## src/rtl/dds_voice.sv

```systemverilog
// -----------------------------------------------------------------------------
// dds_voice
//   Single-voice direct digital synthesis oscillator. A sample-rate divider
//   issues one tick every SAMPLE_DIV clocks. On each tick the 32-bit phase
//   accumulator advances by freq_word, and amplitude and waveform select are
//   captured. A three-stage pipeline then does the following:
//     1. shape the waveform from the phase
//     2. scale it by the amplitude
//     3. present the result on a valid/ready output register
//   The output register flags an overrun when an unaccepted sample is
//   overwritten.
//
// Parameters
//   SAMPLE_DIV    clk_clk cycles per output sample (4..65535)
//
// Ports
//   clk_clk       in   1   clock, all state on rising edge
//   reset_reset_n in   1   asynchronous active-low reset
//   freq_word     in  32   phase increment per sample
//   amp           in  16   unsigned amplitude
//   wave_sel      in   2   00 saw, 01 square, 10 triangle, 11 mute
//   enable        in   1   sample generation enable
//   sample_ready  in   1   downstream accepts the current sample
//   clear_overrun in   1   clears the sticky overrun flag
//   sample_data   out 16   signed two's-complement sample
//   sample_valid  out  1   sample_data holds an unaccepted sample
//   overrun       out  1   sticky: an unaccepted sample was overwritten
// -----------------------------------------------------------------------------
module dds_voice #(
    parameter int unsigned SAMPLE_DIV = 1042
) (
    input  logic        clk_clk,
    input  logic        reset_reset_n,
    input  logic [31:0] freq_word,
    input  logic [15:0] amp,
    input  logic [1:0]  wave_sel,
    input  logic        enable,
    input  logic        sample_ready,
    input  logic        clear_overrun,
    output logic [15:0] sample_data,
    output logic        sample_valid,
    output logic        overrun
);

    localparam logic [15:0] TICK_LAST = 16'(SAMPLE_DIV - 1);

    localparam logic [1:0] WAVE_SAW    = 2'b00;
    localparam logic [1:0] WAVE_SQUARE = 2'b01;
    localparam logic [1:0] WAVE_TRI    = 2'b10;

    // ---------------------------------------------------------------------
    // Sample-rate divider
    // ---------------------------------------------------------------------
    logic [15:0] r_tick_cnt;
    logic        w_tick;

    assign w_tick = enable && (r_tick_cnt == TICK_LAST);

    always_ff @(posedge clk_clk or negedge reset_reset_n) begin
        if (!reset_reset_n) begin
            r_tick_cnt <= '0;
        end else if (!enable || w_tick) begin
            r_tick_cnt <= '0;
        end else begin
            r_tick_cnt <= r_tick_cnt + 16'd1;
        end
    end

    // ---------------------------------------------------------------------
    // Phase accumulator and per-sample shadow registers
    // ---------------------------------------------------------------------
    logic [31:0] r_phase;
    logic [15:0] r_amp_sh;
    logic [1:0]  r_wave_sh;
    logic        r_s1_vld;

    always_ff @(posedge clk_clk or negedge reset_reset_n) begin
        if (!reset_reset_n) begin
            r_phase   <= '0;
            r_amp_sh  <= '0;
            r_wave_sh <= '0;
            r_s1_vld  <= 1'b0;
        end else begin
            r_s1_vld <= w_tick;
            if (w_tick) begin
                r_phase   <= r_phase + freq_word;
                r_amp_sh  <= amp;
                r_wave_sh <= wave_sel;
            end
        end
    end

    // ---------------------------------------------------------------------
    // Stage 1: waveform shaping from the already-advanced phase
    // ---------------------------------------------------------------------
    logic [14:0] w_tri;
    logic [15:0] w_wave;
    logic [15:0] r_wave;
    logic        r_s2_vld;

    always_comb begin
        // Fold the upper half of the cycle back down to form a triangle.
        w_tri  = r_phase[31] ? ~r_phase[30:16] : r_phase[30:16];
        w_wave = '0;
        case (r_wave_sh)
            WAVE_SAW:    w_wave = r_phase[31:16] ^ 16'h8000;
            WAVE_SQUARE: w_wave = r_phase[31] ? 16'h8001 : 16'h7FFF;
            WAVE_TRI:    w_wave = {w_tri, 1'b0} ^ 16'h8000;
            default:     w_wave = '0;
        endcase
    end

    always_ff @(posedge clk_clk or negedge reset_reset_n) begin
        if (!reset_reset_n) begin
            r_wave   <= '0;
            r_s2_vld <= 1'b0;
        end else begin
            r_s2_vld <= r_s1_vld;
            if (r_s1_vld) begin
                r_wave <= w_wave;
            end
        end
    end

    // ---------------------------------------------------------------------
    // Stage 2: amplitude scaling
    //   signed wave * unsigned amp, keep bits [31:16] (floor divide by 2^16).
    //   The magnitude never exceeds 16 signed bits, so no saturation is needed.
    // ---------------------------------------------------------------------
    logic [32:0] w_wave_ext;
    logic [32:0] w_amp_ext;
    logic [32:0] w_prod;
    logic        w_unused_prod;
    logic [15:0] r_result;
    logic        r_s3_vld;

    assign w_wave_ext    = {{17{r_wave[15]}}, r_wave};
    assign w_amp_ext     = {17'd0, r_amp_sh};
    assign w_prod        = 33'($signed(w_wave_ext) * $signed(w_amp_ext));
    assign w_unused_prod = ^{w_prod[32], w_prod[15:0]};

    always_ff @(posedge clk_clk or negedge reset_reset_n) begin
        if (!reset_reset_n) begin
            r_result <= '0;
            r_s3_vld <= 1'b0;
        end else begin
            r_s3_vld <= r_s2_vld;
            if (r_s2_vld) begin
                r_result <= w_prod[31:16];
            end
        end
    end

    // ---------------------------------------------------------------------
    // Stage 3: output register with valid/ready handshake and overrun
    // ---------------------------------------------------------------------
    logic [15:0] r_sample_data;
    logic        r_sample_valid;
    logic        r_overrun;
    logic        w_xfer;
    logic        w_ovr_set;

    assign w_xfer    = r_sample_valid && sample_ready;
    // Overwriting a held sample that is not leaving this cycle loses it.
    assign w_ovr_set = r_s3_vld && r_sample_valid && !sample_ready;

    always_ff @(posedge clk_clk or negedge reset_reset_n) begin
        if (!reset_reset_n) begin
            r_sample_data  <= '0;
            r_sample_valid <= 1'b0;
        end else if (r_s3_vld) begin
            r_sample_data  <= r_result;
            r_sample_valid <= 1'b1;
        end else if (w_xfer) begin
            r_sample_valid <= 1'b0;
        end
    end

    // A set event takes priority over a simultaneous clear request.
    always_ff @(posedge clk_clk or negedge reset_reset_n) begin
        if (!reset_reset_n) begin
            r_overrun <= 1'b0;
        end else if (w_ovr_set) begin
            r_overrun <= 1'b1;
        end else if (clear_overrun) begin
            r_overrun <= 1'b0;
        end
    end

    assign sample_data  = r_sample_data;
    assign sample_valid = r_sample_valid;
    assign overrun      = r_overrun;

endmodule

```

## config.mk

```make
export PLATFORM = sky130hd
export DESIGN_NAME = dds_voice
export DESIGN_NICKNAME = d
export VERILOG_FILES = /design/src/rtl/dds_voice.sv
export SDC_FILE = /design/constraint.sdc
export NUM_CORES = 1
export LEC_CHECK = 0
export CAP_MARGIN = 20
export CORE_MARGIN = 2
export CORE_UTILIZATION = 34
export CTS_CLUSTER_SIZE = 16
export DETAILED_ROUTE_END_ITERATION = 10
export PLACE_DENSITY_LB_ADDON = 0.12
export SLEW_MARGIN = 20
export SYNTH_ARGS = -nofsm -noshare
export SYNTH_HDL_FRONTEND = slang
export SYNTH_SLANG_ARGS = --single-unit
```

## constraint.sdc

```tcl
create_clock -name clk_clk -period 7.5 [get_ports clk_clk]
set_input_delay 1.5 -clock clk_clk [delete_from_list [all_inputs] [get_ports clk_clk]]
set_output_delay 1.5 -clock clk_clk [all_outputs]
set_load 0.05 [all_outputs]
```

==> Word-level counts from Yosys, hierarchy flattened <==
Index checks and enable logic that the tools add are counted.
{ "word_totals": {"reg_bits": 119, "inputBits": 55, "output_inout_bits": 18, "word_cells": 39} }
{ "classes": {"n_addsub": 2, "mul": 1, "eq_ne": 3, "mux": 8, "bitwise_logic": 3, "reduce_logical": 10} }
{ "op_table": {"columns": ["op", "count"], "rows": [
  ["16-bit case mux with 3 select lines", 1],
  ["32-bit adder", 1],
  ["16-bit by 17-bit multiplier with 32-bit output", 1],
  ["16-bit two-way mux", 2],
  ["16-bit by 1-bit adder with 16-bit output (second input constant)", 1],
  ["16-bit by 11-bit equality test with 1-bit output (second input constant)", 1],
  ["15-bit two-way mux", 1],
  ["15-bit inverter", 1],
  ["1-bit logical AND", 4],
  ["1-bit two-way mux", 4],
  ["2-bit nonzero test", 2],
  ["2-bit by 1-bit equality test with 1-bit output (second input constant)", 1],
  ["2-bit equality test (second input constant)", 1],
  ["1-bit logical NOT", 2],
  ["2-bit logical NOT", 1],
  ["1-bit inverter", 2],
  ["1-bit logical OR", 1]
]} }

==> Logic depth before layout (Yosys ltp) <==
Gate-level depths: netlist (run 1).
{ "depth": {"depth_word": 4, "ltp_mapped": 24, "mapped_depth_nobuf": 22} }

==> Worst setup path before layout (run 1) <==
OpenSTA, ideal clock, no wires.
{ "synth_path": {"path_kind": "reg2reg", "startpoint": "register r_wave[1]", "endpoint": "register r_result[13]", "setup_ps": 125, "t_arrival_ps": 5965, "t_required_ps": 7375, "path_slack_ps": 1410, "path_stages_with_launch": 22, "n_path_buf": 1, "synth_period_minus_slack_ps": 6090, "path_cell_list": "dfrtp_1 -> clkbuf_1 -> nand2_1 -> fa_1 -> fa_1 -> fa_1 -> inv_1 -> fa_1 -> fa_1 -> inv_1 -> fa_1 -> inv_1 -> ha_1 -> a211oi_1 -> nand2_1 -> a2111oi_2 -> a211oi_2 -> a31oi_1 -> o211a_1 -> o211ai_2 -> xor2_1 -> mux2_2"} }
{ "synth_via": {"elab_chain_len": 1} }
{ "synth_rtl": {"columns": ["item", "line", "text"], "rows": [
  ["from (decl)", "98", "logic [15:0] r_wave;"],
  ["from (signal assigned)", "120", "r_wave <= w_wave;"],
  ["16-bit by 17-bit multiplier with 32-bit output", "139", "assign w_prod = 33'($signed(w_wave_ext) * $signed(w_amp_ext));"],
  ["to (signal assigned)", "149", "r_result <= w_prod[31:16];"],
  ["to (decl)", "134", "logic [15:0] r_result;"]
]} }
No other way between the ends.
A chain may end at the register's enable or synchronous reset.

==> Worst setup path in the final report (run 1) <==
{ "layout_path": {"startpoint": "register r_amp_sh[9]", "endpoint": "register r_result[13]"} }
{ "layout_via": {"elab_chain_len": 1} }
{ "layout_rtl": {"columns": ["item", "line", "text"], "rows": [
  ["from (decl)", "73", "logic [15:0] r_amp_sh;"],
  ["from (signal assigned)", "87", "r_amp_sh <= amp;"],
  ["16-bit by 17-bit multiplier with 32-bit output", "139", null]
]} }
No other way between the ends.

==> impl_metrics.yaml, run 1 <==
routing:
  wl_um: 35400
  vias: 10700
  wl_per_cell_um: 16.1
  drtPass1Iterations: 5
  remaining_drc_errors: 0
  drt_iter0_markers: 489
  ant_nets: 0
  viasPerCell: 4.89
synthesis:
  ys_ff_latch: 119
  netlist.area_leader.share_pct: 26.5
  syn-num-nets: 1998
  synthSimpleGateAreaFrac_pct: 16.3
  synth_edf_count: 0
  synth_area_leaders: "fa_1 26%, dfrtp_1 20%, ha_1 13%"
  synthTopCellsByCount: "237 x inv_1, 236 x nand2_1, 194 x fa_1, 147 x ha_1, 119 x dfrtp_1"
  mappedNetlistArea_um2: 14700
  synthMuxAreaShare_pct: 2.45
  yosysMostFrequentCell: "inv_1"
  seq_area_frac_synth_pct: 20.3
  avgSynthCellArea_um2: 9.16
  synth_top_family_by_area: "adder cells"
  netlist-cell-type-count: 60
  synth_fa_ha_area_share_pct: 39.0
  ys_async_sr_fraction_pct: 100
  yosysTopAreaCell: "fa_1"
  synth-compound-area-share_pct: 10.8
  synthXorXnorAreaFrac_pct: 3.40
  ys_warn_count: 0
  ys.flop_type: "dfrtp_1"
  netlist_instances: 1602
critical_path:
  worstPathMaxFanout: 17
  cp.arrival_ns: 7.14
  path_class: "reg -> reg"
  critPathCaptureType: "flop"
  start_kind: "flop"
  cp.required_ns: 7.81
die:
  start_util_pct: 34.3
  fp.dieH_um: 212
  num_rows: 76
  io_pins: 73
  core_um2: 42800
  die-area_um2: 44800
  die-width_um: 212
power_and_ir_drop:
  pwr-share-seq_pct: 40.0
  p_sw_share_pct: 21.3
  leakage_nw: 8.37
  intPower_mw: 1.27
  p_switching_uw: 343
  clkPwrFrac_pct: 55.1
  p_total_mw: 1.61
  power_density_nw_per_um2: 97.4
  vdd_ir_drop_max_v: 0.000128
  combinationalPowerShare_pct: 4.9
sta:
  skew_ns: 0.0104
  worst_slew_pin_slew_ns: 0.994
  layout_min_cycle_time_ns: 6.83
  hold_ws_ns: 0.479
  setup_viol: 0
  relSlewSlack_pct: 33.6
  final_max_slew_viol_count: 0
  finalHoldViolations: 0
  tns_ns: 0
  rsz0062_at_grt: "no"
  period_share_pct: 91.0
  layout_setup_ws_ns: 0.672
  fmax_mhz: 146
placement:
  gp_congestion: 0.820
  dp_hpwl_um: 28100
  port_buffers: 72
  dp.cells: 2166
  place_area_um2: 15900
  place_ws_ns: 0.684
grt:
  grtUsageTotal_pct: 17.4
  grt_pass1_vias: 11800
  grt_overflow: 0
  grt_max_degree: 76
  grt_pass1_wl_um: 61400
  antenna_found_initial: 0
final_layout:
  fin_area_um2: 16500
  nets: 2035
  final_util_pct: 38.7
  drive_above_1_share_pct: 5.15
  area_delta_synth_final_pct: 12.8
  final_cell_count_no_fill: 2196
  n_fill_cell: 4368
  diodes: 0
clock_tree:
  cts_buffer_depth: 2
  cts_buffers: 17
  root_buffer: "clkbuf_16"
  post-cts-setup-buffers: 0
  cts_htree_levels: 4
  cts_sinks: 119
  cts_hold_buf: 0
  cts_tree: "yes"
  clk_pin_slew_ns: 0.06
  clock_latency_ns: 0.43
  cts_resized: 0
run_status:
  status: "completed"
worst_hold_path:
  min_path_type: "reg -> reg"
flow_run:
  max_cap_viol_count: 0
[per-layer routing]
layer / track usage (%) / wire length, um / vias to the layer above
met5: 0 / 0 / -
li1: - / - / 5223
met2: 29.8 / 17200 / 131
met1: 22.8 / 16400 / 5369
met4: 4.71 / 568 / 0
met3: 2.95 / 1180 / 26
[cell families after synthesis]
group,Yosys count
flops,119
buf+inv,304
mux,32
xor+xnor,57
fa+ha+maj,341
simple gates,502
compound gates,247
[power by group through the flow]
stage                     clock network [mW]  registers (mW)  logic (mW)
after CTS                              0.930           0.645      0.0810
final                                  0.888           0.646      0.0788
after global placement                     0           0.657      0.0804
after global routing                   0.953           0.645      0.0886
after detailed placement                   0           0.657      0.0806
after floorplan                            0           0.657      0.0288
[registers in the layout (all words and copies together) (netlist names)]
register	flops
overrun	1
r_amp_sh	16
r_phase	32
r_result	16
r_s1_vld	1
r_s2_vld	1
r_s3_vld	1
r_tick_cnt	16
r_wave	16
r_wave_sh	2
sample_data	16
sample_valid	1
[final timing paths]
check,startpoint,cells after the start,slack [ns],endpoint
worst max register to register,r_amp_sh[9]$_DFFE_PN0P_,21,0.67,r_result[13]$_DFFE_PN0P_
worst min register to register,r_phase[0]$_DFFE_PN0P_,2,0.48,r_phase[0]$_DFFE_PN0P_
min in group asynchronous,reset_reset_n,1,1.04,r_phase[12]$_DFFE_PN0P_
worst min-delay path,r_phase[0]$_DFFE_PN0P_,2,0.48,r_phase[0]$_DFFE_PN0P_
worst max-delay path,r_amp_sh[9]$_DFFE_PN0P_,21,0.67,r_result[13]$_DFFE_PN0P_
max in group asynchronous,reset_reset_n,2,5.23,r_result[8]$_DFFE_PN0P_
[placed cells by master, fill, tap and decap left out, types with 7 or more instances in the layout]
master and n:
a21oi_1 82, o221ai_1 14, o21bai_1 7, and3_1 10, xnor2_1 30, a21o_1 21
xor2_1 27, nor2b_1 11, nand4_1 11, buf_4 11, o21ai_0 57, inv_1 237
fa_1 194, clkbuf_16 17, o21a_1 21, nand3_1 15, ha_1 147, clkdlybuf4s50_1 71
nor2_1 67, nand2b_1 13, o211ai_1 9, and2_1 114, mux2_2 31, nand2_1 235
dfrtp_1 118
[critical path, stage by stage, from the launching register on]
cell,delay (ns)
dfrtp_1,0.61
and2_1,0.28
fa_1,0.55
inv_1,0.06
fa_1,0.45
fa_1,0.51
inv_1,0.05
fa_1,0.49
fa_1,0.49
inv_1,0.05
fa_1,0.47
inv_1,0.04
ha_1,0.30
a211oi_1,0.27
nand2_1,0.12
a2111oi_2,0.37
a211oi_2,0.22
a31oi_1,0.53
o211a_1,0.29
o211ai_2,0.14
xor2_1,0.16
mux2_2,0.27
[area by class of cell]
cell class                      count  area, um^2  share of cell area (%)
Multi-Input combinational cell   1179       10600                    63.8
Timing Repair Buffer               83         805                    4.86
Inverter                          239         897                    5.42
Sequential cell                   119        2980                    18.0
Clock inverter                      8         145                   0.877
Tap cell                          546         683                    4.13
Clock buffer                       22         484                    2.93
Note: power is estimated with default switching activity, not from simulation.
==> run 2, diff against run 1 <==
--- a/config.mk
+++ b/config.mk
@@ -5,7 +5,6 @@
 export SDC_FILE = /design/constraint.sdc
 export NUM_CORES = 1
 export LEC_CHECK = 0
-export CAP_MARGIN = 20
 export CORE_MARGIN = 2
 export CORE_UTILIZATION = 34
 export CTS_CLUSTER_SIZE = 16
==> results of run 2 <==
Same layout as run 1: the final DEF is identical, and so are final timing and power.
